`config.mk`:
```
export PLATFORM = sky130hd
export DESIGN_NAME = note_tone_gen
export DESIGN_NICKNAME = d
export VERILOG_FILES = /design/src/rtl/note_tone_gen.sv
export SDC_FILE = /design/constraint.sdc
export NUM_CORES = 1
export LEC_CHECK = 0
export ABC_AREA = 1
export BUFFER_PORTS_ARGS = -buffer_cell sky130_fd_sc_hd__clkbuf_2
export CORE_AREA = 8 8 120 122
export CTS_BUF_LIST = sky130_fd_sc_hd__clkbuf_8
export DETAILED_ROUTE_END_ITERATION = 6
export DIE_AREA = 0 0 128 130
export GPL_TIMING_DRIVEN = 1
export PLACE_DENSITY = 0.78
export SYNTH_ARGS = -nofsm -noshare
export SYNTH_HDL_FRONTEND = slang
export SYNTH_SLANG_ARGS = --single-unit
```
`constraint.sdc`:
```
create_clock -name clk -period 2.8 [get_ports clk]
set_clock_uncertainty 0.1 [all_clocks]
set_input_delay 0.56 -clock clk [delete_from_list [all_inputs] [get_ports clk]]
set_output_delay 0.56 -clock clk [all_outputs]
set_load 0.005 [all_outputs]
```
`src/rtl/note_tone_gen.sv`:
```
// note_tone_gen: square-wave note player feeding the audio DAC serializer.
// One note per handshake; plays for N beats, then an optional silent gap.
module note_tone_gen #(
    parameter int DIV_W       = 22,
    parameter int BEAT_CYCLES = 25000000,
    parameter int GAP_CYCLES  = 1000000
) (
    input  logic             clk,
    input  logic             rst,
    input  logic             note_valid,
    output logic             note_ready,
    input  logic [DIV_W-1:0] note_div,
    input  logic [3:0]       note_beats,
    input  logic [2:0]       volume,
    input  logic             mute,
    output logic [15:0]      audio_left,
    output logic [15:0]      audio_right,
    output logic             playing
);
    localparam int BW = (BEAT_CYCLES > 1) ? $clog2(BEAT_CYCLES) : 1;
    localparam int GW = (GAP_CYCLES > 1) ? $clog2(GAP_CYCLES) : 1;
    localparam logic [BW-1:0] BEAT_LAST = BW'(BEAT_CYCLES - 1);
    localparam logic [GW-1:0] GAP_LAST =
        GW'((GAP_CYCLES > 0) ? GAP_CYCLES - 1 : 0);

    typedef enum logic [1:0] {
        IDLE = 2'd0,
        PLAY = 2'd1,
        GAP  = 2'd2
    } state_t;

    state_t           state;
    state_t           state_n;
    logic [DIV_W-1:0] div_lat;
    logic [DIV_W-1:0] div_cnt;
    logic             phase;
    logic [BW-1:0]    beat_cnt;
    logic [3:0]       beats_left;
    logic [GW-1:0]    gap_cnt;
    logic [15:0]      sample;
    logic [15:0]      sample_n;
    logic [15:0]      amp;
    logic             accept;
    logic             div_wrap;
    logic             beat_wrap;
    logic             gap_done;

    assign note_ready  = (state == IDLE);
    assign playing     = (state == PLAY);
    assign audio_left  = sample;
    assign audio_right = sample;
    assign amp         = {1'b0, volume, 12'h000};

    always_comb begin
        state_n   = state;
        accept    = 1'b0;
        div_wrap  = (div_cnt == div_lat - DIV_W'(1));
        beat_wrap = (beat_cnt == BEAT_LAST);
        gap_done  = (gap_cnt == GAP_LAST);
        sample_n  = 16'h0000;
        unique case (state)
            IDLE: begin
                if (note_valid) begin
                    accept  = 1'b1;
                    state_n = PLAY;
                end
            end
            PLAY: begin
                if (beat_wrap && beats_left == 4'd1)
                    state_n = (GAP_CYCLES == 0) ? IDLE : GAP;
                // a rest (div 0) plays silence for its full duration
                if (!mute && div_lat != '0)
                    sample_n = phase ? amp : (~amp + 16'd1);
            end
            GAP: begin
                if (gap_done)
                    state_n = IDLE;
            end
            default: state_n = IDLE;
        endcase
    end

    always_ff @(posedge clk) begin
        if (rst) begin
            state      <= IDLE;
            div_lat    <= '0;
            div_cnt    <= '0;
            phase      <= 1'b0;
            beat_cnt   <= '0;
            beats_left <= '0;
            gap_cnt    <= '0;
            sample     <= '0;
        end else begin
            state  <= state_n;
            sample <= sample_n;
            if (accept) begin
                div_lat    <= note_div;
                beats_left <= (note_beats == 4'd0) ? 4'd1 : note_beats;
                div_cnt    <= '0;
                beat_cnt   <= '0;
                phase      <= 1'b1;
                gap_cnt    <= '0;
            end else if (state == PLAY) begin
                if (div_lat != '0) begin
                    if (div_wrap) begin
                        div_cnt <= '0;
                        phase   <= ~phase;
                    end else begin
                        div_cnt <= div_cnt + DIV_W'(1);
                    end
                end
                if (beat_wrap) begin
                    beat_cnt   <= '0;
                    beats_left <= beats_left - 4'd1;
                end else begin
                    beat_cnt <= beat_cnt + BW'(1);
                end
                gap_cnt <= '0;
            end else if (state == GAP) begin
                gap_cnt <= gap_cnt + GW'(1);
            end
        end
    end
endmodule

```
* Yosys cells after proc, flatten, opt, wreduce, memory -nomap -nowiden
Cells that the tools add are included.
Storage, ports and cells: input bits 33, bits in registers 112, logic and storage cells 63, output and inout port bits 34
Operators by class: add/subtract/negate cells 6, reduce and logical (&&, ||, !) cells 18, mux-type cells 17, eq/ne operators 9, bitwise gates (word level) 4
Operators by type and width (count):
- $add 25x1->25 const B | 1
- $eq 25x25->1 const B | 1
- $mux 25 | 1
- $add 22x1->22 const B | 1
- $eq 22x22->1 | 1
- $mux 22 | 1
- $reduce_bool 22->1 | 1
- $sub 22x1->22 const B | 1
- $add 20x1->20 const B | 1
- $eq 20x20->1 const B | 1
- $add 16x1->16 const B | 1
- $mux 4 | 4
- $not 15->16 | 1
- $mux 15 | 1
- $reduce_bool 2->1 | 4
- $mux 1 | 6
- $mux 2 | 3
- $pmux 2 s3 | 1
- $reduce_and 3->1 | 2
- $reduce_or 3->1 | 2
- $eq 4x1->1 const B | 1
- $logic_not 4->1 | 1
- $ne 2x2->1 const B | 2
- $reduce_and 2->1 | 2
- 10 further kinds | 13

* Depth between registers and ports, before layout
Gate-level depths: netlist of the first run.
depth in word-level cells 6, mapped depth 16, mapped depth without buffers 16

* Worst setup path after synthesis of the first run
Ideal clock, no wire load.
path kind reg2reg, from reg div_lat[0], to reg div_cnt[12], required time 2.584 ns, arrival 1.752 ns, library setup time 0.116 ns, cell stages (with the launch flop) 15, period minus slack after synthesis 1.968 ns, buffers on the path 1, slack 0.832 ns, cell sequence dfxtp_1 inv_1 ha_1 nand2_2 nor2_2 nand3b_2 nand2_1 nand2_1 nor2_1 nand2_1 nor2_2 nand3_2 nand2_4 buf_12 nor2_1
Between the ends: cells in the longest elaborated chain, start to end 3, elaborated cells on any way between the ends 5, those cells by class 1 x add/sub; 1 x eq/ne; 1 x mux; 2 x reduce/logical
Ends and longest elaborated chain:
- start: declaration | RTL line 34 | logic [DIV_W-1:0] div_lat;
- start signal: assignment | RTL line 97 | div_lat <= note_div;
- $sub 22x1->22 | RTL line 57 | div_wrap = (div_cnt == div_lat - DIV_W'(1));
- $eq 22x22->1 | RTL line 57
- $mux 22 | RTL line 105 | if (div_wrap) begin
- end signal: assignment | RTL line 109 | div_cnt <= div_cnt + DIV_W'(1);
- end: declaration | RTL line 35 | logic [DIV_W-1:0] div_cnt;
Parallel ways exist; a longest one is shown, timed or not. A chain may end at the register's enable or synchronous reset.

* Worst setup path after layout of the first run
from reg div_lat[0], to reg div_cnt[18]
Same word-level chain as after synthesis.

==> results of run 1 <==
-- routing by layer --
metal	wire, µm	up-vias
met5	0	-
met4	316	0
met2	6670	86
met1	6140	2421
met3	337	26
li1	-	2848
-- power breakdown --
group          internal (mW)  switching (mW)  total [mW]  leakage [nW]
clock network          0.374           0.499       0.873        0.0975
registers               1.48          0.0627        1.54         0.812
logic                  0.232           0.459       0.691          1.70
total                   2.08            1.02        3.10          2.61
-- stage by stage --
stage	utilization	total power, mW
3_5_place_dp	0.500	2.26
2_1_floorplan	-	2.11
5_1_grt	0.515	3.27
6_report	0.515	3.10
4_1_cts	0.515	3.11
3_3_place_gp	0.500	2.25
-- area by class of cell --
class	count	share of cell area
Clock inverter	5	0.00528
Multi-Input combinational cell	648	0.517
Tap cell	172	0.0337
Sequential cell	100	0.313
Timing Repair Buffer	45	0.0364
Inverter	120	0.0708
Clock buffer	11	0.0237
-- cells by family after synthesis --
kind of cell / count (synthesis)
AO/OA/AOI/OAI: 111
XOR/XNOR: 42
adder cells (fa/ha/maj): 7
buffers and inverters: 159
flip-flops: 100
other: 1
AND/OR/NAND/NOR: 464
-- registers in the layout, summed over array words and instances (netlist names) --
register and cells:
state 2, gap_cnt 20, div_cnt 22, phase 1
div_lat 22, beat_cnt 25, beats_left 4, audio_left 4
-- critical path, stage by stage (launching register included) --
cell	delay, ps
dfxtp_1	340
inv_1	80
ha_1	270
nand2_2	150
inv_1	100
nand2_1	60
nand3_1	70
nor2_1	180
nand4_1	140
nor2_2	160
nand3_2	150
nand2_4	240
inv_2	90
nand2_1	70
nor2_1	40
-- synthesized netlist by cell type (3+ instances only) --
cell type,count
nand2_1,187
nor2_1,122
inv_1,114
dfxtp_1,100
a21oi_1,50
o21ai_0,44
nand3_1,41
buf_4,29
xor2_1,29
nor2_2,20
nor3_1,20
nand4_1,17
xnor2_1,13
nor4_1,9
clkbuf_1,8
nand3b_1,8
nor3b_1,8
ha_1,7
nand3_2,7
nand2_2,6
a211oi_1,5
inv_2,4
nor2_4,4
nor3_2,4
or2_2,4
o21bai_1,3
-- path summary, 6_finish.rpt --
| path | start | to | slack [ps] | cells past startpoint |
|---|---|---|---|---|
| worst min-delay path | volume[1] | audio_left[13] | 330 | 3 |
| worst min register to register | beat_cnt[12] | beat_cnt[12] | 390 | 2 |
| worst max register to register | div_lat[0] | div_cnt[18] | 450 | 14 |
| worst max-delay path | div_lat[0] | div_cnt[18] | 450 | 14 |
==> results.py, run 1 <==
metrics = {
    "grt": {
        "grt_antenna_before_repair": 0,
        "met1_usage": 0.190,
        "grt_max_degree": 47,
        "grt-ovfl-total": 0,
        "grtUsageMet3": 0.0175,
        "busiest_layer": "met2",
        "grt_pass1_wl_um": 22200,
        "met2_usage": 0.292,
        "grt_pass1_vias": 5109,
        "gr-usage-all-layers": 0.162,
    },
    "critical_path": {
        "worst-path-max-fanout": 17,
        "critical_path_class": "reg -> reg",
        "end_kind": "flip-flop",
        "required_ps": 2960,
        "arrival_ps": 2510,
        "crit_path_start_kind": "flip-flop",
    },
    "placement": {
        "place_ws_ps": 466,
        "place_inst": 1085,
        "placed_area_mm2": 0.00621,
        "numPortBuffers": 42,
        "place.gp.congestion": 0.929,
        "post-dp-hpwl_um": 10800,
    },
    "cts": {
        "ctsResizeCount": 0,
        "clockBufferDepth": 2,
        "cts_max_level": 3,
        "clock_sinks": 100,
        "cts_hold_buf": 0,
        "worstSkewPairLatency_ps": 370,
        "clock-root-buffer": "clkbuf_8",
        "postCtsSetupRepairBufs": 0,
        "cts_buffers": 9,
        "clkTransAtPathRegs_ps": 100,
        "cts_tree": "yes",
    },
    "sta": {
        "fin_tns_setup_ps": 0,
        "setup_viol": 0,
        "relSlewSlack": 0.522,
        "slew_violations": 0,
        "holdWs_ps": 325,
        "timing.fmax_mhz": 426,
        "rsz0062_at_grt": "no",
        "finalHoldViolations": 0,
        "setup_ws_ps": 453,
        "period_needed_ps": 2350,
        "tightest_slew_ps": 716,
        "timing.final.crit_share": 0.838,
    },
    "status": {
        "status": "complete, no violations",
    },
    "final_layout": {
        "ff_latch_area_mm2": 0.00200,
        "layout-drive-gt1-share": 0.126,
        "fin_area_mm2": 0.00639,
        "final_cell_mix": "nand2_1, nor2_1, inv_1",
        "multi_input_area_mm2": 0.00331,
        "nFillCells": 1279,
        "nNetsFinal": 964,
        "antenna_cells": 0,
        "syn_to_final_growth_pct": 7.51,
        "stdcell_count": 1101,
        "layout_commonest_cell": "nand2_1",
    },
    "routing": {
        "routed_wl_um": 13500,
        "detail_route.wl_per_cell_um": 12.2,
        "num_vias": 5381,
        "drt_first_pass_iters": 5,
        "viasPerCell": 4.89,
        "drc_errors": 0,
        "antenna_left": 0,
        "drtIter0Drc": 278,
    },
    "die": {
        "die_w_um": 128,
        "initial_core_util": 0.479,
        "coreArea_mm2": 0.0124,
        "io_pins": 67,
        "num_rows": 41,
        "die_area_mm2": 0.0166,
        "die_h_um": 130,
    },
    "logic_synthesis": {
        "synth_area_leaders": "dfxtp_1, nand2_1, nor2_1",
        "syn-cell-area_mm2": 0.00595,
        "muxShareOfSynthArea": 0,
        "synth_top_family_by_area": "simple AND/OR/NAND/NOR gates",
        "yosysWarnings": 0,
        "synth_edf_count": 0,
        "synth-xor-area-share": 0.0619,
        "synthAdderAreaFrac": 0.0147,
        "syn_inst": 884,
        "synthArstFlopShare": 0,
        "synth-main-ff-cell": "dfxtp_1",
        "ys_ff_latch": 100,
        "synthSimpleGateAreaFrac": 0.364,
        "ys_types": 44,
        "ys_seq_area_frac": 0.337,
        "synth_top_area_frac": 0.337,
        "synth_compound_area_frac": 0.101,
        "synth_top_area_cell": "dfxtp_1",
        "avgSynthCellArea_um2": 6.73,
    },
    "pwr": {
        "power_density_mw_per_mm2": 485,
        "leakage_nw": 2.61,
        "vdd_ir_drop_max_mv": 0.460,
    },
    "run": {
        "cap_violations": 0,
    },
    "hold_path": {
        "hp-class": "in -> reg",
    },
}
No activity file was read; power rests on OpenSTA's default activity.
==> run 2, diff against run 1 <==
--- a/config.mk
+++ b/config.mk
@@ -12,7 +12,7 @@
 export DETAILED_ROUTE_END_ITERATION = 6
 export DIE_AREA = 0 0 128 130
 export GPL_TIMING_DRIVEN = 1
-export PLACE_DENSITY = 0.78
+export PLACE_DENSITY = 0.81
 export SYNTH_ARGS = -nofsm -noshare
 export SYNTH_HDL_FRONTEND = slang
 export SYNTH_SLANG_ARGS = --single-unit
==> constraint.sdc (replaced) <==
create_clock -name clk -period 1.96 [get_ports clk]
set_clock_uncertainty 0.1 [all_clocks]
set_input_delay 0.392 -clock clk [delete_from_list [all_inputs] [get_ports clk]]
set_output_delay 0.392 -clock clk [all_outputs]
set_load 0.005 [all_outputs]
==> run 2 against run 1 <==
  * The flow now finishes with violations (setup timing)
  * Highest routed layer unchanged
  * Core utilization is 6.6 points higher
  * Hold slack got worse by 170 ps
  * Sequential share of layout area shrank 3.2 points
  * Via count is 8.3% higher
  * Routed wire length rose by 12%
  * Non-clock buffer count rose by 71
  * First-iteration DRC count rose by 40%
  * Register-to-register slack got worse by 610 ps
==> results.py, run 2 (synthesis gave the netlist of run 1 again) <==
metrics = {
    "status": {
        "status": "finished with violations",
        "violations": "setup timing",
    },
    "critical_path": {
        "slowest_stage": "dfxtp_1",
        "crit_chain": "buf_4 > xor2_1 > nand3b_1 > nand2_1 > nor2_1 > nand2_1 > nor2_2 > nand3_2 > nand2_4 > buf_12 > nor3b_2",
        "crit_path_start_kind": "flip-flop",
        "crit_top_cell": "nand2_1",
        "end_kind": "flip-flop",
        "slowest_delay_ps": 430,
        "required_ps": 2120,
        "critical_path_class": "reg -> reg",
        "arrival_ps": 2270,
        "worst-path-max-fanout": 12,
    },
    "pwr": {
        "swShare": 0.334,
        "power_mw": 4.70,
        "combinationalPowerShare": 0.275,
        "seq_power_share": 0.469,
        "leakage_nw": 3.10,
        "p_sw_mw": 1.57,
        "power_density_mw_per_mm2": 651,
        "p_int_mw": 3.13,
        "pwr-share-clk": 0.256,
        "vdd_ir_drop_max_mv": 0.588,
    },
    "grt": {
        "gr-usage-all-layers": 0.182,
        "grt_pass1_wl_um": 24700,
        "grt_max_degree": 47,
        "grt_antenna_before_repair": 0,
        "grt-ovfl-total": 0,
        "grt_pass1_vias": 5541,
    },
    "routing": {
        "drt_first_pass_iters": 5,
        "viasPerCell": 4.97,
        "antenna_left": 0,
        "num_vias": 5830,
        "drtIter0Drc": 388,
        "drc_errors": 0,
        "detail_route.wl_per_cell_um": 12.9,
        "routed_wl_um": 15100,
    },
    "die": {
        "io_pins": 67,
        "die_area_mm2": 0.0166,
        "coreArea_mm2": 0.0124,
        "num_rows": 41,
        "die_w_um": 128,
        "initial_core_util": 0.479,
        "die_h_um": 130,
    },
    "cts": {
        "clock_sinks": 100,
        "cts_tree": "yes",
        "cts_max_level": 3,
        "cts_hold_buf": 0,
        "clock-root-buffer": "clkbuf_8",
        "worstSkewPairLatency_ps": 380,
        "clkTransAtPathRegs_ps": 100,
        "clockBufferDepth": 2,
        "cts_buffers": 9,
    },
    "final_layout": {
        "nNetsFinal": 1035,
        "top_register": "beat_cnt",
        "top_regs": "beat_cnt: 25 flops, div_cnt: 22 flops, div_lat: 22 flops",
        "fin_area_mm2": 0.00722,
        "syn_to_final_growth_pct": 21.4,
        "antenna_cells": 0,
        "layout_commonest_cell": "nand2_1",
        "finish.utilization": 0.581,
        "nFillCells": 1109,
        "final_cell_mix": "nand2_1, inv_1, nor2_1",
        "layout-drive-gt1-share": 0.248,
        "largest_reg_flops": 25,
    },
    "sta": {
        "period_needed_ps": 2110,
        "slew_violations": 0,
        "timing.final.crit_share": 1.08,
        "rsz0062_at_grt": "yes",
        "timing.fmax_mhz": 473,
        "setup_ws_ps": -153,
        "fin_tns_setup_ps": -2180,
        "finalHoldViolations": 0,
        "setup_viol": 22,
    },
    "run": {
        "cap_violations": 0,
    },
    "placement": {
        "placed_area_mm2": 0.00672,
        "numPortBuffers": 42,
        "place.gp.congestion": 0.917,
        "post-dp-hpwl_um": 11500,
    },
    "hold_path": {
        "hp-class": "in -> reg",
    },
}
## run 2: repair_timing
action,4_1_cts,5_1_grt
buffers inserted,4,1
setup endpoints to repair,28,52
resized for setup,25,65
cloned,0,0
pin swaps,4,13
## run 2: path summary, 6_finish.rpt
| path | from | to | slack (ps) | cells past startpoint |
|---|---|---|---|---|
| max | div_lat[11] | div_cnt[2] | -150 | 11 |
| min | volume[1] | audio_left[13] | 160 | 3 |
| max reg2reg | div_lat[11] | div_cnt[2] | -150 | 11 |
| min reg2reg | beat_cnt[12] | beat_cnt[12] | 380 | 2 |
## run 2: power groups by stage
stage,registers [mW],clock network (mW),logic [mW]
floorplan,2.22,0,0.805
global placement,2.23,0,1.17
detailed placement,2.23,0,1.19
CTS,2.19,1.21,1.25
global route,2.22,1.30,1.45
finish,2.21,1.20,1.29
## run 2: per-stage QoR
step | hold slack [ps] | cells | worst slack (ps)
after floorplan | 337 | 907 | 7.02
after global placement | 351 | 1151 | -116
after detailed placement | 364 | 1151 | -151
after CTS | 150 | 1171 | -101
after global routing | 155 | 1172 | -270
final | 156 | 1172 | -153
## run 2: critical path, delay by kind of cell, from the launching register on
kind | cells | cell delay [ps]
flops | 1 | 430
xor+xnor | 1 | 250
buf+inv | 2 | 310
simple gates | 8 | 870
## run 2: cell type report
class / instances / area [µm²] / area share
Tap cell: 172 / 215 / 0.0298
Multi-Input combinational cell: 648 / 3560 / 0.493
Clock buffer: 10 / 138 / 0.0191
Sequential cell: 100 / 2030 / 0.281
Inverter: 120 / 454 / 0.0629
Timing Repair Buffer: 116 / 790 / 0.109
Clock inverter: 6 / 32.5 / 0.00451
## run 2: metal layers
| metal | GRT usage | vias up | share of wire |
|---|---|---|---|
| met2 | 0.334 | 154 | 0.51 |
| li1 | - | 2994 | - |
| met4 | 0.0699 | 0 | 0.022 |
| met1 | 0.206 | 2650 | 0.42 |
| met5 | 0 | - | 0 |
| met3 | 0.0302 | 32 | 0.050 |
==> run 3, diff against run 2 <==
==> config.mk (replaced) <==
export PLATFORM = sky130hd
export DESIGN_NAME = note_tone_gen
export DESIGN_NICKNAME = d
export VERILOG_FILES = /design/src/rtl/note_tone_gen.sv
export SDC_FILE = /design/constraint.sdc
export NUM_CORES = 1
export LEC_CHECK = 0
export BUFFER_PORTS_ARGS = -buffer_cell sky130_fd_sc_hd__clkbuf_2
export CORE_AREA = 8 8 113 115
export CTS_BUF_LIST = sky130_fd_sc_hd__clkbuf_8
export DETAILED_ROUTE_END_ITERATION = 6
export DIE_AREA = 0 0 121 123
export GPL_TIMING_DRIVEN = 1
export PLACE_DENSITY = 0.82
export SYNTH_ARGS = -nofsm -noshare
export SYNTH_HDL_FRONTEND = slang
export SYNTH_SLANG_ARGS = --single-unit
==> run 3 against run 2 <==
  * The flow still finishes with violations (setup timing)
  * Combinational power is 44% lower
  * Highest routed layer unchanged
  * Routed wire length is 11% lower
  * Final area is 5.8% lower
  * Flip-flop and latch count stayed put
  * Non-clock buffer count is 51 higher
  * Synthesized cell count is 28% lower
  * Critical endpoint is now div_cnt[21]
  * Core utilization is 3.2 points higher
  * Final cell count is 20% lower
  * Critical path depth is 1 lower
  * Hold slack worse by 28 ps
  * Critical path type unchanged
  * Largest power group unchanged
  * First-iteration DRC count is 11% lower
  * Sequential share of layout area is 1.4 points higher
==> results.py, run 3 <==
metrics = {
    "status": {
        "status": "finished with violations",
        "violations": "setup timing",
    },
    "logic_synthesis": {
        "avgSynthCellArea_um2": 8.18,
        "yosys-top-cells-count": "dfxtp_1, nor2_1, nand2_1",
        "synthArstFlopShare": 0,
        "ys_types": 56,
        "synth-main-ff-cell": "dfxtp_1",
        "synth_top_area_frac": 0.384,
        "ys_seq_area_frac": 0.384,
        "yosysWarnings": 0,
        "syn_inst": 638,
        "synth_top_area_cell": "dfxtp_1",
        "synth_area_leaders": "dfxtp_1, xor2_1, xnor2_1",
        "syn-cell-area_mm2": 0.00522,
        "synth_edf_count": 0,
        "ys_ff_latch": 100,
        "synth_most_common_cell": "dfxtp_1",
    },
    "final_layout": {
        "largest_reg_flops": 25,
        "finish.utilization": 0.614,
        "antenna_cells": 0,
        "final_cell_mix": "buf_4, dfxtp_1, nor2_1",
        "nNetsFinal": 827,
        "nFillCells": 875,
        "layout_commonest_cell": "buf_4",
        "top_regs": "beat_cnt: 25 flops, div_cnt: 22 flops, div_lat: 22 flops",
        "top_register": "beat_cnt",
        "layout-drive-gt1-share": 0.308,
        "syn_to_final_growth_pct": 30.2,
        "multi_input_area_mm2": 0.00312,
        "ff_latch_area_mm2": 0.00201,
        "fin_area_mm2": 0.00680,
    },
    "routing": {
        "routed_wl_um": 13400,
        "drc_errors": 0,
        "drt_first_pass_iters": 5,
        "viasPerCell": 5.13,
        "detail_route.wl_per_cell_um": 14.3,
        "num_vias": 4796,
        "antenna_left": 0,
        "drtIter0Drc": 346,
    },
    "sta": {
        "finalHoldViolations": 0,
        "rsz0062_at_grt": "yes",
        "period_needed_ps": 2580,
        "timing.final.crit_share": 1.32,
        "setup_viol": 58,
        "fin_tns_setup_ps": -23410,
        "timing.fmax_mhz": 388,
        "slew_violations": 0,
        "setup_ws_ps": -620,
    },
    "cts": {
        "cts_max_level": 3,
        "cts_tree": "yes",
        "cts_buffers": 9,
        "clockBufferDepth": 2,
        "clock-root-buffer": "clkbuf_8",
        "worstSkewPairLatency_ps": 380,
        "clkTransAtPathRegs_ps": 90,
        "clock_sinks": 100,
        "cts_hold_buf": 0,
    },
    "grt": {
        "grt_pass1_wl_um": 21900,
        "gr-usage-all-layers": 0.180,
        "grt_antenna_before_repair": 0,
        "grt-ovfl-total": 0,
        "grt_max_degree": 31,
        "grt_pass1_vias": 4628,
    },
    "die": {
        "io_pins": 67,
        "die_area_mm2": 0.0149,
        "initial_core_util": 0.471,
        "coreArea_mm2": 0.0111,
        "die_w_um": 121,
        "num_rows": 39,
        "die_h_um": 123,
    },
    "hold_path": {
        "hp-class": "in -> reg",
        "holdCritStartpoint": "note_div[11]",
    },
    "critical_path": {
        "worst-path-max-fanout": 9,
        "critical_path_class": "reg -> reg",
        "arrival_ps": 2750,
        "critPathTopFamily": "simple AND/OR/NAND/NOR gates",
        "slowest_delay_ps": 580,
        "required_ps": 2130,
        "slowest_stage": "or4_4",
        "crit_chain": "or4_4 > nor4b_4 > buf_4 > and2b_1 > xnor2_1 > nor4_2 > o2111ai_2 > nand2_2 > buf_6 > nor2_1",
        "end_kind": "flip-flop",
        "cp_num_buf_inv": 2,
        "crit_path_start_kind": "flip-flop",
        "timing.rr.start": "div_lat[9]",
        "critPathLaunch": "div_lat[9]",
    },
    "pwr": {
        "p_int_mw": 3.23,
        "combinationalPowerShare": 0.164,
        "power_density_mw_per_mm2": 643,
        "p_sw_mw": 1.14,
        "swShare": 0.261,
        "leakage_nw": 2.77,
        "seq_power_share": 0.483,
        "pwr-share-clk": 0.354,
        "vdd_ir_drop_max_mv": 0.541,
    },
    "placement": {
        "placed_area_mm2": 0.00633,
        "place_ws_ps": -637,
        "place.gp.congestion": 0.856,
        "post-dp-hpwl_um": 9380,
        "numPortBuffers": 42,
    },
    "run": {
        "cap_violations": 0,
    },
}
## run 3: cell types whose count changed after synthesis, sizes merged, moves of 9 or more
cell and change:
xnor2 +30, xor2 +22, and3 +9, clkbuf +12, nor2 -40, a21oi -17, nor3b -9, nand2 -112
nand3 -20, o21ai -40, inv -106
## run 3: logic make-up (layout without fill, tap and decap cells)
family | Yosys count | after routing | share of synthesized area
fa+ha+maj | 7 | 7 | 0.0168
flops | 100 | 100 | 0.384
compound gates | 59 | 59 | 0.0698
buf+inv | 65 | 196 | 0.0726
simple gates | 307 | 307 | 0.289
other cells | 1 | 24 | 0.000718
mux | 5 | 5 | 0.00983
xor+xnor | 94 | 94 | 0.158
## run 3: per-stage QoR
| stage | total power, mW | instances | hold WS (ps) |
|---|---|---|---|
| finish | 4.37 | 935 | 128 |
| floorplan | 2.59 | 661 | 349 |
| CTS | 4.35 | 931 | 113 |
| global placement | 2.78 | 910 | 378 |
| global route | 4.55 | 935 | 118 |
| detailed placement | 2.79 | 910 | 393 |
## run 3: timing repair
item,4_1_cts,5_1_grt
cloned,0,0
buffers inserted,5,5
setup endpoints to repair,59,63
endpoints found under the hold margin,0,0
pin swaps,13,12
gates resized for setup,20,25
## run 3: path summary, 6_finish.rpt
check	end	cells after the start	slack [ps]
min	div_lat[11]	3	130
max	div_cnt[21]	10	-620
max reg2reg	div_cnt[21]	10	-620
min reg2reg	div_lat[6]	2	400
## run 3: layout make-up
| class | instances | share of cell area |
|---|---|---|
| clock buffers | 12 | 0.0243 |
| clock inverters | 4 | 0.0103 |
| well taps | 143 | 0.0263 |
| repair buffers | 167 | 0.177 |
| flip-flops and latches | 100 | 0.295 |
| multi-input cells | 496 | 0.459 |
| inverters | 13 | 0.00718 |
## run 3: power by group through the flow
| stage | registers (mW) | logic, mW | clock network (mW) |
|---|---|---|---|
| 2_1_floorplan | 2.16 | 0.429 | 0 |
| 3_3_place_gp | 2.15 | 0.630 | 0 |
| 3_5_place_dp | 2.15 | 0.641 | 0 |
| 4_1_cts | 2.11 | 0.671 | 1.57 |
| 5_1_grt | 2.12 | 0.781 | 1.66 |
| 6_report | 2.11 | 0.716 | 1.55 |
## run 3: layer usage
layer  up-vias  routed length (µm)  share of wire  global-route usage
li1       2372                   -              -                   -
met1      2257                5870           0.44               0.222
met2       147                6360           0.47               0.302
met3        20                 939          0.070              0.0425
met4         0                 231          0.017              0.0601
met5         -                   0              0                   0
## run 3: worst register-to-register path, delay by kind of cell (launching register included)
| family | cells | cell delay, ps |
|---|---|---|
| buffers and inverters | 2 | 330 |
| DFF | 1 | 320 |
| and+or+nand+nor | 6 | 1470 |
| AOI/OAI and AO/OA | 1 | 200 |
| xor gates and xnor gates | 1 | 70 |
